`config.mk`:
```
export PLATFORM = sky130hd
export DESIGN_NAME = mod_n_toggle_counter
export DESIGN_NICKNAME = d
export VERILOG_FILES = /design/src/rtl/mod_n_toggle_counter.sv
export SDC_FILE = /design/constraint.sdc
export NUM_CORES = 1
export LEC_CHECK = 0
export CORE_MARGIN = 8
export CORE_UTILIZATION = 40
export CTS_CLUSTER_SIZE = 40
export DETAILED_ROUTE_END_ITERATION = 10
export HOLD_SLACK_MARGIN = 0.08
export PLACE_DENSITY = 0.75
export SETUP_SLACK_MARGIN = 0.2
export SLEW_MARGIN = 15
export SYNTH_ARGS = -nofsm -noshare
export SYNTH_HDL_FRONTEND = slang
export SYNTH_SLANG_ARGS = --single-unit
```
`constraint.sdc`:
```
create_clock -name clk -period 3.1 [get_ports clk]
set_clock_uncertainty 0.15 [all_clocks]
set_input_delay 0.62 -clock clk [delete_from_list [all_inputs] [get_ports clk]]
set_output_delay 0.62 -clock clk [all_outputs]
set_load 0.1 [all_outputs]
```
`src/rtl/mod_n_toggle_counter.sv`:
```
// Modulo-(mod_val+1) up/down counter. It has a synchronous load, a registered
// terminal-count pulse and a built-in T flip-flop that divides the wrap rate by two.
module mod_n_toggle_counter #(
    parameter int unsigned WIDTH = 4
) (
    input  logic             clk,
    input  logic             rst,
    input  logic             en,
    input  logic             up,
    input  logic             load,
    input  logic [WIDTH-1:0] load_val,
    input  logic [WIDTH-1:0] mod_val,
    output logic [WIDTH-1:0] count,
    output logic             tc,
    output logic             div_q
);

    logic [WIDTH-1:0] r_count;
    logic             r_tc;
    logic             r_div_q;

    // Wrap conditions. A count above mod_val also wraps when counting up.
    logic             w_up_wrap;
    logic             w_down_wrap;
    logic             w_wrap;
    logic [WIDTH-1:0] w_step;

    // Select the wrap condition and the next non-wrapping value for the current direction.
    always_comb begin
        w_up_wrap   = (r_count >= mod_val);
        w_down_wrap = (r_count == WIDTH'(0));
        w_wrap      = up ? w_up_wrap : w_down_wrap;
        w_step      = up ? (r_count + WIDTH'(1)) : (r_count - WIDTH'(1));
    end

    // State update. Priority is reset, then load, then enable, then hold.
    // A wrap clears or presets the count, raises tc for one cycle and toggles div_q.
    always_ff @(posedge clk) begin
        if (rst) begin
            r_count <= '0;
            r_tc    <= 1'b0;
            r_div_q <= 1'b0;
        end else if (load) begin
            r_count <= load_val;
            r_tc    <= 1'b0;
        end else if (en) begin
            if (w_wrap) begin
                r_count <= up ? WIDTH'(0) : mod_val;
                r_tc    <= 1'b1;
                r_div_q <= ~r_div_q;
            end else begin
                r_count <= w_step;
                r_tc    <= 1'b0;
            end
        end else begin
            r_tc    <= 1'b0;
        end
    end

    assign count = r_count;
    assign tc    = r_tc;
    assign div_q = r_div_q;

endmodule

```
==> metrics.txt, run 1 <==
number of buffers created by CTS=3; Post-Syn Area=607 µm²; total power=0.000327 W; share of the synthesized area in the top cell type=19.8%; setup slack, reg-to-reg=850 ps; Initial DRT Pass Iterations=2; worst setup margin=581 ps; Die Width=55.0 µm; worst vdd ir=0.000173 V; Root Buffer=clkbuf_4; Cell Rows=14; CP endpoint kind=register; vias in the first global route=606; insertion delay to the later sink of the worst-skew pair=240 ps; DRC=0; Fin. Hold Viols=0; CTS tree=built; Unique masters post-synth=35; Slew Limit Fails=0; Crit path required time=3100 ps; top post-synthesis cells by area=dfxtp_1 (20%), ha_1 (12%), inv_1 (4.9%), nor4_4 (3.5%), a211oi_4 (3.3%); EDFF count, synth=0; post-synthesis sequential area ratio=19.8%; dpl ws=320 ps; worst min-delay path class=reg -> reg; Die H=55.0 µm; Post-synth ARST share=0%; Synth warnings=0; Core ar.=1470 µm²; crit-path max FO=5; hold_buf cts=0; port bufs=18; DP HPWL=1200 µm; Remaining Overflow, GRT=0; TNS Setup=0 ps; pin count of the biggest net entering global routing=10; cell taking the most area after synthesis=dfxtp_1; Mapped Avg Cell Area=8.55 µm²; Core Util, Final=55.0%; initial core utilization=41.2%; critical path's largest stage delay=450 ps; CTS max path bufs=2; clock share of power=22.9%; Lkg Pwr=0.359 nW; share of layout cells above drive strength 1=17.8%; Wirelength per Cell=14.1 µm; status=complete, no violations; reg2reg path depth=6; Combinational Power Share=48.1%; wire length of the first global-routing pass=2540 µm; final setup violating endpoints=0; max cap viols=0; headroom to the max-slew limit=74.5%; commonest non-fill, non-tap cell in the layout=clkdlybuf4s50_1; via count=589; simple-gate area share of the yosys netlist=29.1%; Final Cycle Share=81.3%; Area growth, synth to finish=33.4%; P_sw=0.000140 W; fin crit period=2520 ps; Syn Inst Count=71; post-synthesis xor/xnor area fraction=1.44%; full die area=3020 µm²; Cells on Worst Hold Path=2; CP Cell Sequence=clkdlybuf4s50_1 -> inv_1 -> ha_1 -> or3b_4 -> a211oi_4 -> o211ai_1 -> a221oi_1; CP max-delay cell=clkdlybuf4s50_1; combinational family with the most area after synthesis=simple AND/OR/NAND/NOR gates; RSZ-0062 raised after global routing=false; I/O pin count=19; antenna violations before repair=0; highest clock frequency the design can meet=0.397 GHz; antenna-violating nets left=0; Hold Path End=div_q$_SDFFE_PP0P_; Sw Share=42.8%; CP startpoint kind=input port; Resized cells post-CTS=0; CP Class=in -> reg; Net Count, Synth=91; Pint=0.000187 W; compound-gate portion of the synthesized area=25.2%; GPL Wtd Cong=0.810; CP arrival=2520 ps; Worst-Margin Slew=381 ps; final WL=1500 µm; CTS Sinks=6; drt initial violations=2; GRT Total Usage=11.3%; HP Start=div_q$_SDFFE_PP0P_; Antenna Cells=0; clk slew on worst S/H paths=50 ps; prevailing post-synth register cell=dfxtp_1; worst reg2reg startpoint=count[0]$_SDFFE_PP0P_; PD cells=404 nW/µm²; multiplexer share of the synthesized area=1.86%; most frequent cells in the layout=clkdlybuf4s50_1 (12), inv_1 (8), buf_4 (7); sequential share of power=29.0%; final net count=112; Yosys reg bits=6; R2R Path End=count[0]$_SDFFE_PP0P_; Via density=5.56; area share of fa/ha/maj cells after synthesis=15.7%; post-CTS setup buffers=0; H-tree depth=1
==> logic make-up after synthesis <==
group	count (synthesis)
and+or+nand+nor	27
xor gates and xnor gates	1
muxes	1
AOI/OAI and AO/OA	18
DFF	6
buffers and inverters	11
adders and majority gates	7
==> flip-flops by register name (all words and copies together) (netlist names) <==
register and count:
div_q 1, count 4, tc 1
==> area by class of cell <==
cell class              instances  area [µm²]
clock buffers                   3        22.5
repair buffers                 19         173
well taps                      16        20.0
fillers                       152         662
multi-input cells              54         444
flip-flops and latches          6         120
inverters                       8        30.0
==> cell usage after synthesis (all sizes together), types with 2 or more instances <==
cell type  n
nand2b     2
dfxtp      6
and4       2
ha         6
a211oi     3
o32ai      2
nand2      5
inv        8
nor2b      2
clkbuf     3
a21oi      4
nor4       3
nor2       5
o211ai     2
and2       2
a221oi     2
==> metal layers <==
metal | global-route usage, % | up-vias | wire length [µm]
met5 | 0 | - | 0
met4 | 3.60 | 0 | 0
met3 | 2.67 | 0 | 71
met2 | 19.2 | 16 | 716
met1 | 13.7 | 272 | 710
li1 | - | 301 | -
==> stage by stage <==
step | cells | area (µm²) | hold WS, ps
global route | 106 | 810 | 448
finish | 106 | 810 | 397
global placement | 103 | 787 | 380
CTS | 106 | 810 | 408
detailed placement | 103 | 787 | 396
floorplan | 71 | 607 | 536
==> worst max path at each step <==
| stage | start | endpoint | slack [ps] | depth (start not counted) |
|---|---|---|---|---|
| after CTS | mod_val[1] | count[0]$_SDFFE_PP0P_ | 570 | 7 |
| after floorplan | count[0]$_SDFFE_PP0P_ | div_q$_SDFFE_PP0P_ | 290 | 6 |
| after detailed placement | mod_val[0] | count[0]$_SDFFE_PP0P_ | 320 | 6 |
| after global placement | mod_val[0] | div_q$_SDFFE_PP0P_ | 340 | 6 |
| final | mod_val[1] | count[0]$_SDFFE_PP0P_ | 580 | 7 |
| after global routing | mod_val[1] | count[0]$_SDFFE_PP0P_ | 490 | 7 |
==> critical path: cells and delay by family <==
| kind | cells | cell delay (ps) |
|---|---|---|
| buf+inv | 2 | 500 |
| compound gates | 3 | 780 |
| fa+ha+maj | 1 | 200 |
| simple gates | 1 | 410 |
==> power groups by stage <==
| stage | clock, W | sequential [W] | combinational, W |
|---|---|---|---|
| after CTS | 0.0000750 | 0.0000951 | 0.000158 |
| final | 0.0000749 | 0.0000951 | 0.000157 |
| after global routing | 0.0000823 | 0.0000965 | 0.000170 |
| after global placement | 0 | 0.0000965 | 0.000156 |
| after detailed placement | 0 | 0.0000967 | 0.000157 |
| after floorplan | 0 | 0.000140 | 0.0000703 |
Note: power is estimated with default switching activity, not from simulation.
==> inputs of run 2 (changes only) <==
--- a/config.mk
+++ b/config.mk
@@ -10,7 +10,7 @@
 export CTS_CLUSTER_SIZE = 40
 export DETAILED_ROUTE_END_ITERATION = 10
 export HOLD_SLACK_MARGIN = 0.08
-export PLACE_DENSITY = 0.75
+export PLACE_DENSITY = 0.78
 export SETUP_SLACK_MARGIN = 0.2
 export SLEW_MARGIN = 15
 export SYNTH_ARGS = -nofsm -noshare
==> constraint.sdc (replaced) <==
create_clock -name clk -period 2.2 [get_ports clk]
set_clock_uncertainty 0.15 [all_clocks]
set_input_delay 0.44 -clock clk [delete_from_list [all_inputs] [get_ports clk]]
set_output_delay 0.44 -clock clk [all_outputs]
set_load 0.1 [all_outputs]
==> run 2 against run 1 <==
Compared with the run above: final area grew 23%; die area stayed put; critical path type is now reg -> reg; largest power group unchanged; global-route usage grew 0.92 points; via count up 12%; combinational power is 71% higher; sequential cell count unchanged; critical path depth unchanged.
==> metrics.txt, run 2 (synthesized netlist as in run 1, its figures left out) <==
antenna violations before repair=0 (unchanged); CTS max path bufs=2 (unchanged); crit-path max FO=5 (unchanged); Antenna Cells=0 (unchanged); sequential share of power=27.1% (was 29.0%); Pint=0.000297 W (was 0.000187 W); Worst-Margin Slew=321 ps (was 381 ps); Initial DRT Pass Iterations=6 (was 2); max reg flops=4 (unchanged); Root Buffer=clkbuf_4 (unchanged); PD cells=516 nW/µm² (was 404 nW/µm²); Via density=5.60 (was 5.56); commonest non-fill, non-tap cell in the layout=buf_4 (was clkdlybuf4s50_1); CP arrival=1960 ps (was 2520 ps); pin count of the biggest net entering global routing=10 (unchanged); Slew Limit Fails=0 (unchanged); share of layout cells above drive strength 1=45.1% (was 17.8%); Critical Path Start=count[0]$_SDFFE_PP0P_ (was mod_val[1]); highest clock frequency the design can meet=0.506 GHz; Remaining Overflow, GRT=0 (unchanged); Die Width=55.0 µm (unchanged); CTS Sinks=6 (unchanged); fin crit period=1980 ps; max cap viols=0 (unchanged); DP HPWL=1270 µm (was 1200 µm); clock share of power=20.4% (was 22.9%); Die H=55.0 µm (unchanged); HP Start=div_q$_SDFFE_PP0P_ (unchanged); CTS tree=built (unchanged); most frequent cells in the layout=buf_4 (18), clkdlybuf4s50_1 (7), inv_1 (5), nor2_1 (5), nand2_1 (5) (was clkdlybuf4s50_1 (12), inv_1 (8), buf_4 (7)); worst reg2reg startpoint=count[0]$_SDFFE_PP0P_ (unchanged); Final Cycle Share=89.8%; fill count=113 (was 152); worst vdd ir=0.000298 V (was 0.000173 V); final setup violating endpoints=0 (unchanged); drt initial violations=12 (was 2); CP Cell Sequence=inv_4 -> ha_4 -> or3b_4 -> a211oi_4 -> buf_6 -> nor4_4 -> mux2_4 (was clkdlybuf4s50_1 -> inv_1 -> ha_1 -> or3b_4 -> a211oi_4 -> o211ai_1 -> a221oi_1); headroom to the max-slew limit=78.5% (was 74.5%); Sw Share=42.0% (was 42.8%); Cells on Worst Hold Path=2 (unchanged); via count=661 (was 589); CP max-delay cell=or3b_4 (was clkdlybuf4s50_1); worst min-delay path class=reg -> reg (unchanged); initial core utilization=41.2% (unchanged); P_sw=0.000215 W (was 0.000140 W); CP endpoint kind=register (unchanged); port bufs=18 (unchanged); Cell Rows=14 (unchanged); GPL Wtd Cong=0.793 (was 0.810); Fin. Hold Viols=0 (unchanged); Crit path required time=2180 ps (was 3100 ps); I/O pin count=19 (unchanged); full die area=3020 µm² (unchanged); vias in the first global route=659 (was 606); CP startpoint kind=register (was input port); H-tree depth=1 (unchanged); Lkg Pwr=0.433 nW (was 0.359 nW); hold_buf cts=0 (unchanged); Wirelength per Cell=14.7 µm (was 14.1 µm); Core Util, Final=67.5% (was 55.0%); total power=0.000512 W (was 0.000327 W); clk slew on worst S/H paths=50 ps (about the same); antenna-violating nets left=0 (unchanged); status=complete, no violations (unchanged); RSZ-0062 raised after global routing=true (was false); DRC=0 (unchanged); critical path's largest stage delay=390 ps (was 450 ps); reg2reg path depth=7 (was 6); wire length of the first global-routing pass=2820 µm (was 2540 µm); Core ar.=1470 µm² (unchanged); CP Class=reg -> reg (was in -> reg); final WL=1730 µm (was 1500 µm); number of buffers created by CTS=3 (unchanged); insertion delay to the later sink of the worst-skew pair=250 ps (was 240 ps); Area growth, synth to finish=63.7% (was 33.4%); final net count=124 (was 112); GRT Total Usage=12.2% (was 11.3%); Combinational Power Share=52.6% (was 48.1%)
[run 2: changes by cell type in the layout (fill, tap and decap cells not counted), sizes merged]
cell,before,now
dlymetal6s2s,0,1
clkdlybuf4s15,0,2
dlygate4sd2,0,1
clkdlybuf4s50,12,7
buf,7,20
[run 2: worst paths after layout]
| kind | endpoint | slack (ps) |
|---|---|---|
| max reg2reg | div_q$_SDFFE_PP0P_ | 220 |
| min reg2reg | div_q$_SDFFE_PP0P_ | 430 |
| min | div_q$_SDFFE_PP0P_ | 430 |
| max | div_q$_SDFFE_PP0P_ | 220 |
[run 2: per-stage QoR]
stage	hold WS (ps)	instances	TNS, ps	setup WS, ps	area (µm²)
after CTS	417	116	0	189	955
after detailed placement	401	110	-2180	-464	862
after global routing	474	118	0	180	993
after global placement	381	110	-1980	-418	862
final	434	118	0	223	993
after floorplan	349	71	-30.6	-19.2	629
[run 2: power by group through the flow]
stage | Sequential, W | Combinational [W] | Clock (W)
2_1_floorplan | 0.000199 | 0.000100 | 0
3_3_place_gp | 0.000138 | 0.000231 | 0
3_5_place_dp | 0.000139 | 0.000235 | 0
4_1_cts | 0.000137 | 0.000261 | 0.000105
5_1_grt | 0.000140 | 0.000290 | 0.000115
6_report | 0.000139 | 0.000269 | 0.000104
[run 2: timing repair]
action,CTS,global route
pin swaps,11,6
buffers inserted,3,2
gates resized for setup,16,8
setup endpoints to repair,6,4
[run 2: cell type report]
cell class	instances	area, µm²	area share, %
multi-input cells	54	526	52.9
repair buffers	31	263	26.4
flip-flops and latches	6	130	13.1
inverters	8	32.5	3.27
clock buffers	3	22.5	2.27
well taps	16	20.0	2.02
[run 2: layer usage]
metal	track usage, %	part of all wire [%]	vias up
met5	0	0	-
met4	1.20	0	0
met3	3.21	6.5	0
met2	22.6	52	18
met1	14.2	42	315
li1	-	-	328
[run 2: worst max-delay path, delay by kind of cell, from the launching register on]
kind,cells,cell delay [ps]
AO/OA/AOI/OAI,1,220
adder cells (fa/ha/maj),1,190
buffers and inverters,2,200
flip-flops,1,370
multiplexers,1,290
AND/OR/NAND/NOR,2,440
